--- config.mk ---
export PLATFORM = sky130hd
export DESIGN_NAME = master_addr_fifo_issue
export DESIGN_NICKNAME = d
export VERILOG_FILES = /design/src/rtl/master_addr_fifo_issue.sv
export SDC_FILE = /design/constraint.sdc
export NUM_CORES = 1
export LEC_CHECK = 0
export CORE_MARGIN = 5
export CORE_UTILIZATION = 35
export DETAILED_ROUTE_END_ITERATION = 10
export PLACE_DENSITY = 0.68
export SLEW_MARGIN = 30
export SYNTH_ARGS = -nofsm -noshare
export SYNTH_HDL_FRONTEND = slang
export SYNTH_SLANG_ARGS = --single-unit
--- constraint.sdc ---
create_clock -name clk -period 2.9 [get_ports clk]
set_input_delay 0.435 -clock clk [delete_from_list [all_inputs] [get_ports clk]]
set_output_delay 0.435 -clock clk [all_outputs]
set_load 0.005 [all_outputs]
--- src/rtl/master_addr_fifo_issue.sv ---
// Read-side issuer for the master address FIFO: 2-entry prefetch buffer feeding AXI4 AW/AR in strict FIFO order.
// Optional 4 KB boundary drop of INCR bursts is enabled with `define MASTER_ADDR_4K_CHECK_EN.
module master_addr_fifo_issue #(
    parameter int ID_WIDTH        = 8,
    parameter int ADDR_WIDTH      = 32,
    parameter int FIFO_DATA_WIDTH = 72
) (
    input  logic                       clk,
    input  logic                       rstn,
    output logic                       fifo_rd_en,
    input  logic [FIFO_DATA_WIDTH-1:0] fifo_rd_data,
    input  logic                       fifo_rd_empty,
    output logic [ID_WIDTH-1:0]        m_axi_awid,
    output logic [ADDR_WIDTH-1:0]      m_axi_awaddr,
    output logic [7:0]                 m_axi_awlen,
    output logic [2:0]                 m_axi_awsize,
    output logic [1:0]                 m_axi_awburst,
    output logic                       m_axi_awvalid,
    input  logic                       m_axi_awready,
    output logic [ID_WIDTH-1:0]        m_axi_arid,
    output logic [ADDR_WIDTH-1:0]      m_axi_araddr,
    output logic [7:0]                 m_axi_arlen,
    output logic [2:0]                 m_axi_arsize,
    output logic [1:0]                 m_axi_arburst,
    output logic                       m_axi_arvalid,
    input  logic                       m_axi_arready,
    output logic                       busy,
    output logic                       err_4k
);

    logic [FIFO_DATA_WIDTH-1:0] buf_q [2];
    logic [FIFO_DATA_WIDTH-1:0] buf_d [2];
    logic                       hd_q, hd_d;
    logic                       tl_q, tl_d;
    logic [1:0]                 cnt_q, cnt_d;
    logic                       pend_q, pend_d;

    logic [FIFO_DATA_WIDTH-1:0] head;
    logic                       head_vld;
    logic                       is_wr;
    logic                       viol;
    logic                       drop;
    logic                       deq;
    logic [2:0]                 occ;

    assign head     = buf_q[hd_q];
    assign head_vld = (cnt_q != 2'd0);
    assign is_wr    = head[0];

`ifdef MASTER_ADDR_4K_CHECK_EN
    logic [8:0]  len_p1;
    logic [16:0] nbytes;
    logic [16:0] span;
    logic        err_q;

    // 17 bits covers 4095 + 256 beats * 128 bytes without overflow
    assign len_p1 = {1'b0, head[31:24]} + 9'd1;
    assign nbytes = {8'd0, len_p1} << head[23:21];
    assign span   = {5'd0, head[43:32]} + nbytes;
    assign viol   = (head[20:19] == 2'b01) && (span > 17'd4096);

    always_ff @(posedge clk or negedge rstn) begin
        if (!rstn) begin
            err_q <= 1'b0;
        end else begin
            err_q <= drop;
        end
    end

    assign err_4k = err_q;
`else
    assign viol   = 1'b0;
    assign err_4k = 1'b0;
`endif

    assign drop = head_vld & viol;

    assign m_axi_awvalid = head_vld & is_wr & ~viol;
    assign m_axi_arvalid = head_vld & ~is_wr & ~viol;

    assign m_axi_awid    = head[64 +: ID_WIDTH];
    assign m_axi_awaddr  = head[32 +: ADDR_WIDTH];
    assign m_axi_awlen   = head[31:24];
    assign m_axi_awsize  = head[23:21];
    assign m_axi_awburst = head[20:19];
    assign m_axi_arid    = head[64 +: ID_WIDTH];
    assign m_axi_araddr  = head[32 +: ADDR_WIDTH];
    assign m_axi_arlen   = head[31:24];
    assign m_axi_arsize  = head[23:21];
    assign m_axi_arburst = head[20:19];

    assign deq = (m_axi_awvalid & m_axi_awready) | (m_axi_arvalid & m_axi_arready) | drop;

    // Occupancy after this cycle counting the read already in flight; never underflows since deq implies cnt>0
    assign occ        = {1'b0, cnt_q} + {2'b00, pend_q} - {2'b00, deq};
    assign fifo_rd_en = ~fifo_rd_empty & (occ < 3'd2);
    assign busy       = head_vld | pend_q;

    always_comb begin
        buf_d  = buf_q;
        hd_d   = hd_q;
        tl_d   = tl_q;
        cnt_d  = occ[1:0];
        pend_d = fifo_rd_en;
        if (pend_q) begin
            buf_d[tl_q] = fifo_rd_data;
            tl_d        = ~tl_q;
        end
        if (deq) begin
            hd_d = ~hd_q;
        end
    end

    always_ff @(posedge clk or negedge rstn) begin
        if (!rstn) begin
            buf_q[0] <= '0;
            buf_q[1] <= '0;
            hd_q     <= 1'b0;
            tl_q     <= 1'b0;
            cnt_q    <= 2'd0;
            pend_q   <= 1'b0;
        end else begin
            buf_q[0] <= buf_d[0];
            buf_q[1] <= buf_d[1];
            hd_q     <= hd_d;
            tl_q     <= tl_d;
            cnt_q    <= cnt_d;
            pend_q   <= pend_d;
        end
    end

endmodule
## Word level (Yosys, flattened, before mapping)

Cells that the tools add are included.

| word-level totals | value |
|---|---|
| output and inout bits | 111 |
| flip-flop bits (word level) | 149 |
| word-level logic and storage cells | 33 |
| input port bits | 77 |

| operators by class | value |
|---|---|
| reductions and logical operators | 2 |
| bitwise logic cells | 13 |
| order comparisons | 4 |
| mux-type cells | 6 |
| add/subtract/negate cells | 2 |

Operator list:

| cell | count |
|---|---|
| $mux W72 | 4 |
| $bwmux W144 | 1 |
| $demux W72 S1 | 1 |
| $and A1 B1 Y1 | 5 |
| $ge A2 B2 Y1 const B | 2 |
| $not A1 Y1 | 4 |
| $not A1 Y2 | 2 |
| $add A2 B1 Y3 | 1 |
| $lt A3 B2 Y1 const B | 1 |
| $sub A3 B1 Y3 | 1 |
| $lt A2 B1 Y1 const B | 1 |
| $or A1 B1 Y1 | 2 |
| $reduce_bool A2 Y1 | 1 |
| $logic_and A1 B1 Y1 | 1 |

## Longest topological paths before layout

| logic depth | value |
|---|---|
| depth in word-level cells | 11 |
| mapped depth | 10 |
| gate-level depth less buffers | 9 |

## Least setup slack after synthesis

No wires, ideal clock.

| timing path | value |
|---|---|
| path kind | register to output |
| start | register hd_q |
| end | output port fifo_rd_en |
| buffers on the path | 1 |
| required time | 2.465 ns |
| cell stages (with the launch flop) | 10 |
| setup slack | 0.247 ns |
| data arrival time | 2.218 ns |
| cell sequence | dfrtp_1 > buf_2 > mux2i_1 > mux2i_1 > nor2_1 > ha_1 > inv_1 > ha_1 > fa_1 > nor3_1 |

| on the way | value |
|---|---|
| longest elaborated chain between the ends | 11 |
| elaborated cells between the ends (all ways) | 13 |
| classes of those cells | 1 x add/sub; 1 x order compare; 3 x mux; 8 x bitwise |

Ends and longest elaborated chain:

| element | RTL line | source |
|---|---|---|
| from (decl) | 33 | `logic hd_q, hd_d;` |
| from (signal assigned) | 118 | `hd_q <= 1'b0;` |
| from (signal assigned) | 125 | `hd_q <= hd_d;` |
| $not A1 Y2 (not written as such) * | 46 | `assign head = buf_q[hd_q];` |
| $mux W72 (not written as such) * (3 in a row) | 46 |  |
| $not A1 Y1 | 79 | `assign m_axi_arvalid = head_vld & ~is_wr & ~viol;` |
| $and A1 B1 Y1 | 79 |  |
| $and A1 B1 Y1 | 92 | `assign deq = (m_axi_awvalid & m_axi_awready) \| (m_axi_arvalid & m_axi_arready) \| drop;` |
| $or A1 B1 Y1 * | 92 |  |
| $sub A3 B1 Y3 * | 95 | `assign occ = {1'b0, cnt_q} + {2'b00, pend_q} - {2'b00, deq};` |
| named net occ[1] | 44 | `logic [2:0] occ;` |
| $lt A3 B2 Y1 * | 96 | `assign fifo_rd_en = ~fifo_rd_empty & (occ < 3'd2);` |
| $and A1 B1 Y1 * | 96 |  |
| to (decl) | 10 | `output logic fifo_rd_en,` |

The timed path passes the listed nets; every way through them passes the cells marked *. The select of a mux whose other input is x is not followed.

## Worst setup path after layout

Same ends and word-level chain as after synthesis.

==> qor.yml <==
status: "finished with violations"
violations: "setup timing"
clkLatencyLatePin_ns: 0.41
final_util_pct: 49.2
dieArea_um2: 18000
drt_wl_total_mm: 11.6
antenna_found_initial: 0
vias_per_cell: 4.70
syn_inst: 368
dpl-instance-area_um2: 6870
setup_ws_ns: -0.156
diodes: 0
setup_viol: 1
yosysWarningCount: 0
critical_path.startpoint_type: "flip-flop"
synth_top_area_share_pct: 52.3
core_um2: 15200
synth_seq_area_share_pct: 52.3
drtIter0Drc: 100
synthesis.nets: 448
grt.overflow.total: 0
cp_max_fo: 2
cts.clk_slew.worst_paths_ns: 0.06
gp_congestion: 0.726
grt_use_total_pct: 13.4
critPathKind: "reg -> out"
final_layout_size_suffix_gt1_share_pct: 41.0
synth-edff-count: 0
cts_buffers: 17
leakage_uw: 0.00313
cts_tree: "yes"
routedWlPerCell_um: 16.6
synth_flop_cell: "dfrtp_1"
drt_drc_violations_left: 0
fmax_mhz: 327
ios: 188
first_global_vias: 3777
cts_buffer_depth: 2
min_period_ns: 3.06
design_area_um2: 7480
portBuffers: 168
fin_nets: 577
synth.distinct_cells: 23
grt_max_degree: 56
drtPass1Iterations: 4
dpl.cell_count: 665
rsz0062_at_grt: "yes"
p_per_area_nw_per_um2: 1300
final_antenna_net_count: 0
synth_area_um2: 5410
chipWidth_um: 134
min_path_type: "in -> async"
cts-root-buf: "clkbuf_16"
dp_slack_ns: -0.382
htree_levels: 4
yosysMostFrequentCell: "mux2_2"
num_vias: 3279
synthArstFlopShare_pct: 100
tightestPinTransition_ns: 0.828
power_uw: 9720
skew_ns: 0.00547
grt_pass1_wl_mm: 19.1
synth_common_cells: "mux2_2, dfrtp_1, buf_4"
cp.arrival_ns: 2.62
avgSynthCellArea_um2: 14.7
rows: 45
stdcell_count: 698
hold_violations: 0
timing.slew.headroom_pct: 44.7
synth_top_area_cell: "dfrtp_1"
hpwl_mm: 7.73
drv_cap: 0
start_util_pct: 35.6
die_h_um: 134
slew_viol_final: 0
ys_seq_elements: 113
finalCritPeriodShare_pct: 105
syn_to_final_growth_pct: 38.4
cts.sinks: 113
end_kind: "primary output"
cp.required_ns: 2.47
synthTopCellsByArea: "dfrtp_1, mux2_2, buf_4, clkbuf_8, mux2_4"
ir_drop_mv: 0.674
path summary, 6_finish.rpt:
kind / startpoint / end / slack (ns) / cells past startpoint
max: hd_q$_DFFE_PN0N_ / fifo_rd_en / -0.16 / 9
min reg2reg: buf_q[100]$_DFFE_PN0P_ / buf_q[100]$_DFFE_PN0P_ / 0.48 / 1
min in group clk: buf_q[100]$_DFFE_PN0P_ / buf_q[100]$_DFFE_PN0P_ / 0.48 / 1
max in group asynchronous: rstn / hd_q$_DFFE_PN0N_ / 2.18 / 2
min: rstn / buf_q[33]$_DFFE_PN0P_ / 0.01 / 1
max reg2reg: hd_q$_DFFE_PN0N_ / pend_q$_DFF_PN0_ / 0.62 / 10
timing repair:
action	4_1_cts	5_1_grt
setup endpoints to repair	1	2
gates cloned	0	0
setup buffers	1	0
gates resized for setup	9	1
pin swaps	2	2
hold buffers	0	0
sequential cells by signal (all words and copies together) (netlist names):
| name | flops |
|---|---|
| pend_q | 1 |
| cnt_q | 2 |
| hd_q | 1 |
| buf_q | 108 |
| tl_q | 1 |
stage by stage:
stage	TNS (ns)	hold slack, ns
after floorplan	0	0.139
after global placement	-0.306	0.459
after detailed placement	-0.382	0.464
after CTS	-0.156	0.0266
after global routing	-0.305	0.0619
final	-0.156	0.0140
layout by cell type (no fill, tap or decap), types with 2 or more instances in the layout:
cell type and count:
buf_12 2, clkbuf_8 3, mux2_1 4, bufinv_16 2, inv_1 4, buf_4 11, mux2_4 4, clkdlybuf4s50_1 166
dfrtp_1 112, nor2_1 3, clkinv_2 7, mux2_2 153, clkbuf_16 17, mux2i_1 3
report_power, final:
group / switching [uW] / total [uW] / internal (uW)
logic: 1580 / 4920 / 3340
registers: 394 / 2780 / 2390
clock network: 700 / 2020 / 1320
routing by layer:
metal | up-vias | global-route usage (%) | part of all wire [%]
li1 | 1491 | - | -
met1 | 1663 | 15.7 | 42
met2 | 110 | 22.6 | 50
met3 | 15 | 4.39 | 6.0
met4 | 0 | 5.60 | 1.6
met5 | - | 0 | 0
worst max-delay path, cell delays in order (launching register included):
cell and delay, ns:
dfrtp_2 0.39, mux2i_4 0.26, mux2i_1 0.21, nor2_1 0.06
ha_1 0.26, inv_1 0.06, ha_2 0.16, fa_2 0.46
nor3_4 0.21, buf_2 0.14
final cells by class:
type	instances	area [um2]
fillers	1310	7720
flip-flops and latches	113	2830
multi-input cells	181	2030
repair buffers	180	1790
clock buffers	21	470
well taps	188	235
clock inverters	11	111
inverters	4	15.0
kinds of logic after synthesis:
group                    count (synthesis)  share of synthesized area, %
buffers and inverters                   74                          10.6
multiplexers                           165                          34.5
adder cells (fa/ha/maj)                  3                         0.833
AND/OR/NAND/NOR                          8                          1.06
AO/OA/AOI/OAI                            2                         0.231
flip-flops                             113                          52.3
XOR/XNOR                                 2                         0.324
other                                    1                        0.0693
No activity file was read; power rests on OpenSTA's default activity.
